--- config.mk ---
export PLATFORM = sky130hd
export DESIGN_NAME = stack_seq
export DESIGN_NICKNAME = d
export VERILOG_FILES = /design/src/rtl/ttm4_pkg.sv /design/src/rtl/stack_seq.sv
export SDC_FILE = /design/constraint.sdc
export NUM_CORES = 1
export LEC_CHECK = 0
export BUFFER_PORTS_ARGS = -buffer_cell sky130_fd_sc_hd__buf_2
export CORE_MARGIN = 2
export CORE_UTILIZATION = 46
export CTS_CLUSTER_SIZE = 14
export DETAILED_ROUTE_END_ITERATION = 6
export GPL_ROUTABILITY_DRIVEN = 0
export PLACE_DENSITY = 0.75
export SLEW_MARGIN = 30
export SYNTH_ARGS = -nofsm -noshare
export SYNTH_HDL_FRONTEND = slang
export SYNTH_SLANG_ARGS = --single-unit
--- constraint.sdc ---
create_clock -name CLK -period 2.2 [get_ports CLK]
set_clock_uncertainty 0.1 [all_clocks]
set_input_delay 0.22 -clock CLK [delete_from_list [all_inputs] [get_ports CLK]]
set_output_delay 0.22 -clock CLK [all_outputs]
set_load 0.02 [all_outputs]
--- src/rtl/ttm4_pkg.sv ---
// Shared encodings and constants for the SP stack sequencer.
package ttm4_pkg;

  typedef enum logic [2:0] {
    IDLE,
    P_SETUP,
    P_WRITE,
    P_STEP,
    Q_SETUP,
    Q_STEP,
    Q_READ,
    DONE
  } state_t;

  localparam int STACK_DEPTH = 256;
  localparam logic [7:0] SP_RESET = 8'hFF;
  localparam int DATA_W = 4;

endpackage

--- src/rtl/stack_seq.sv ---
// Push/pop strobe sequencer for the SP counter, stack SRAM and STOREBUS.
// Also tracks stack depth and raises sticky overflow/underflow flags.
module stack_seq
  import ttm4_pkg::*;
#(
  parameter int DW    = 4,
  parameter int DEPTH = STACK_DEPTH,
  parameter int CNT_W = 9
) (
  input  logic          CLK,
  input  logic          RST,
  input  logic          PUSH_REQ,
  input  logic          POP_REQ,
  input  logic [DW-1:0] PUSH_DATA,
  input  logic          CLR_ERR,
  output logic          BUSY,
  output logic          ACK,
  output logic [DW-1:0] POP_DATA,
  output logic          OVF,
  output logic          UNF,
  output logic [CNT_W-1:0] LEVEL,
  output logic          nSK_EN,
  output logic          SP_D_nU,
  output logic          SPC,
  output logic [DW-1:0] STOREBUS_O,
  output logic          STOREBUS_OE,
  input  logic [DW-1:0] STOREBUS_I
);

  state_t state, state_n;

  logic [DW-1:0] data_q;
  logic          full;
  logic          empty;
  logic          push_acc;
  logic          pop_acc;
  logic          ovf_set;
  logic          unf_set;

  assign full     = (LEVEL == CNT_W'(DEPTH));
  assign empty    = (LEVEL == '0);
  assign push_acc = (state == IDLE) && PUSH_REQ;
  assign pop_acc  = (state == IDLE) && !PUSH_REQ && POP_REQ;
  assign ovf_set  = push_acc && full;
  assign unf_set  = pop_acc && empty;

  assign STOREBUS_O = data_q;

  always_comb begin
    state_n     = state;
    BUSY        = (state != IDLE);
    ACK         = 1'b0;
    nSK_EN      = 1'b1;
    SPC         = 1'b0;
    STOREBUS_OE = 1'b0;
    unique case (state)
      IDLE: begin
        if (PUSH_REQ)
          state_n = full ? DONE : P_SETUP;
        else if (POP_REQ)
          state_n = empty ? DONE : Q_SETUP;
      end
      P_SETUP: begin
        STOREBUS_OE = 1'b1;
        state_n     = P_WRITE;
      end
      P_WRITE: begin
        STOREBUS_OE = 1'b1;
        nSK_EN      = 1'b0;
        state_n     = P_STEP;
      end
      P_STEP: begin
        STOREBUS_OE = 1'b1;
        SPC         = 1'b1;
        state_n     = DONE;
      end
      Q_SETUP: state_n = Q_STEP;
      Q_STEP: begin
        SPC     = 1'b1;
        state_n = Q_READ;
      end
      Q_READ: begin
        nSK_EN  = 1'b0;
        state_n = DONE;
      end
      DONE: begin
        ACK     = 1'b1;
        state_n = IDLE;
      end
      default: state_n = IDLE;
    endcase
  end

  always_ff @(posedge CLK or negedge RST) begin
    if (!RST)
      state <= IDLE;
    else
      state <= state_n;
  end

  // Direction only moves on entry to a setup state, never beside SPC.
  always_ff @(posedge CLK or negedge RST) begin
    if (!RST)
      SP_D_nU <= 1'b0;
    else if (state_n == P_SETUP)
      SP_D_nU <= 1'b1;
    else if (state_n == Q_SETUP)
      SP_D_nU <= 1'b0;
  end

  always_ff @(posedge CLK or negedge RST) begin
    if (!RST) begin
      data_q   <= '0;
      POP_DATA <= '0;
      LEVEL    <= '0;
    end else begin
      if (push_acc)
        data_q <= PUSH_DATA;
      if (state == Q_READ)
        POP_DATA <= STOREBUS_I;
      if (state == P_STEP)
        LEVEL <= LEVEL + 1'b1;
      else if (state == Q_STEP)
        LEVEL <= LEVEL - 1'b1;
    end
  end

  // A new error in the same cycle overrides the clear.
  always_ff @(posedge CLK or negedge RST) begin
    if (!RST) begin
      OVF <= 1'b0;
      UNF <= 1'b0;
    end else begin
      OVF <= ovf_set | (OVF & ~CLR_ERR);
      UNF <= unf_set | (UNF & ~CLR_ERR);
    end
  end

endmodule

==> flow_metrics.tcl <==
set metrics [dict create \
    critPathTopFamily "simple AND/OR/NAND/NOR gates" \
    setup_viol 0 \
    grt_first_pass_wirelength_mm 4.84 \
    crit_path_end_kind "flop" \
    antenna_left 0 \
    dpl-instance-area_mm2 0.00162 \
    nets 193 \
    syn_nets 148 \
    dpl.hpwl_mm 2.26 \
    fin_crit_sh 0.962 \
    synth_async_sr_flop_share 1.00 \
    worstMarginPinSlew_ps 525 \
    clock_path_buffers 2 \
    yosysWarnings 0 \
    clk_latency_ps 310 \
    rows 19 \
    core_mm2 0.00278 \
    synth_area_leaders "dfrtp_1 43%, mux2_2 6.7%, ha_1 6.5%" \
    worst_setup_path_start_kind "flop" \
    avgSynthCellArea_um2 10.7 \
    yosys-top-cells-count "23 x dfrtp_1, 13 x nand2_1, 9 x inv_1, 8 x mux2_2, 8 x o21ai_0" \
    track_usage 0.183 \
    ys_ff_latch 23 \
    hold_class "input pin to flop" \
    path_max_fanout 7 \
    gr-total-overflow 0 \
    synth_edf_count 0 \
    synth_top_flop_cell "dfrtp_1" \
    diodes 0 \
    max_stage_delay_ps 400 \
    area_growth_pct 24.6 \
    wl_per_cell_um 14.0 \
    die_area_mm2 0.00339 \
    final-hold-violation-count 0 \
    htreeDepth 1 \
    fin_area_mm2 0.00169 \
    crit_chain "nand3b_4 -> buf_4 -> ha_1 -> and3_1 -> a221oi_2 -> xor2_1 -> o21ai_0" \
    synth_seq_area_share 0.425 \
    cts_buffers 3 \
    io_pins 38 \
    dieWidth_um 58.3 \
    vias_per_cell 5.36 \
    layout_setup_ws_ps 83.0 \
    grt_pass1_vias 1103 \
    syn_area_mm2 0.00135 \
    initial_core_util 0.487 \
    period_needed_ps 2120 \
    crit_slowest_cell "dfrtp_1" \
    synthCells 127 \
    cp.arrival_ps 2200 \
    cts_tree "built" \
    grt_max_degree 24 \
    place_ws_ps 16.1 \
    yosys.area.top_type "dfrtp_1" \
    crit_buf_inv 1 \
    root_buffer "clkbuf_4" \
    yosysTopAreaCellShare 0.425 \
    die_h_um 58.3 \
    antenna_found_initial 0 \
    cap_violations 0 \
    crit_required_ps 2280 \
    drive_gt1_frac 0.404 \
    relSlewSlack 0.650 \
    fillers 240 \
    path_class "flop to flop" \
    drc 0 \
    wl_mm 2.83 \
    first_iter_violations 26 \
    final_max_slew_viol_count 0 \
    ys_types 41 \
    vias 1083 \
    clock.fmax_mhz 472 \
    tns_ps 0 \
    status "finished, final reports clean" \
    cts.sinks 23 \
    synth.most_common_cell "dfrtp_1" \
    firstDrtPassIters 2 \
    clk_pin_slew_ps 130 \
    grt_setup_unrepaired "true" \
    io_buffers 37 \
]
## cells by family (layout without fill, tap and decap cells)
family / count (synthesis) / after routing / share of synthesized area
mux: 9 / 9 / 0.0739
buf+inv: 14 / 58 / 0.0444
xor+xnor: 9 / 9 / 0.0582
simple gates: 34 / 34 / 0.157
compound gates: 30 / 30 / 0.162
flops: 23 / 23 / 0.425
fa+ha+maj: 8 / 8 / 0.0795
## final timing paths
kind	slack, ps	from	endpoint	depth (start not counted)
max reg2reg	80	state[2]$_DFF_PN0_	LEVEL[7]$_DFFE_PN0P_	7
max in group asynchronous	1340	RST	LEVEL[0]$_DFFE_PN0P_	2
min reg2reg	400	UNF$_DFF_PN0_	UNF$_DFF_PN0_	1
min	30	STOREBUS_I[1]	POP_DATA[1]$_DFFE_PN0N_	2
min in group asynchronous	300	RST	POP_DATA[1]$_DFFE_PN0N_	2
max	80	state[2]$_DFF_PN0_	LEVEL[7]$_DFFE_PN0P_	7
## metrics by stage
stage,hold WS [ps],util,std cells
after global routing,19.6,0.606,202
after CTS,22.5,0.599,202
after detailed placement,131,0.582,196
after floorplan,-176,-,127
final,32.6,0.606,202
after global placement,118,0.582,196
## layout make-up
class,count,area [um^2],share of cell area
tap,31,38.8,0.0230
clock buffer,3,22.5,0.0134
multi-input combinational,90,761,0.451
inverter,9,33.8,0.0200
timing repair buffer,45,250,0.148
clock inverter,1,5.00,0.00297
sequential,23,576,0.341
## state kept, by name, indices dropped and copies added, names as in the netlist
register    count
LEVEL           9
OVF             1
POP_DATA        4
SP_D_nU         1
STOREBUS_O      4
UNF             1
state           3
## placed cells by master (no fill, tap or decap), drive strengths merged, types with 4 or more instances in the layout
cell type  Yosys  routed
buf            4      43
dfrtp         23      23
nand2         13      13
o21ai         10      10
inv            9       9
mux2           8       8
xor2           7       7
ha             7       7
nor2           4       4
a21oi          4       4
## timing repair
action                                  4_1_cts  5_1_grt
endpoints found under the hold margin        24        0
hold buffers                                  2        0
endpoints found under the setup margin        0        4
gates resized for setup                       0        4
setup buffers                                 0        0
## per-layer routing
metal | up-vias | wire [um] | track usage
met3 | 2 | 114 | 0.0268
met1 | 522 | 1190 | 0.222
met2 | 22 | 1500 | 0.338
met4 | 0 | 17 | 0.0432
met5 | - | 0 | 0
li1 | 537 | - | -
Power is left out: the tool's default activity adds up to more than one toggle a clock period on the data nets, which glitch-free logic cannot reach.
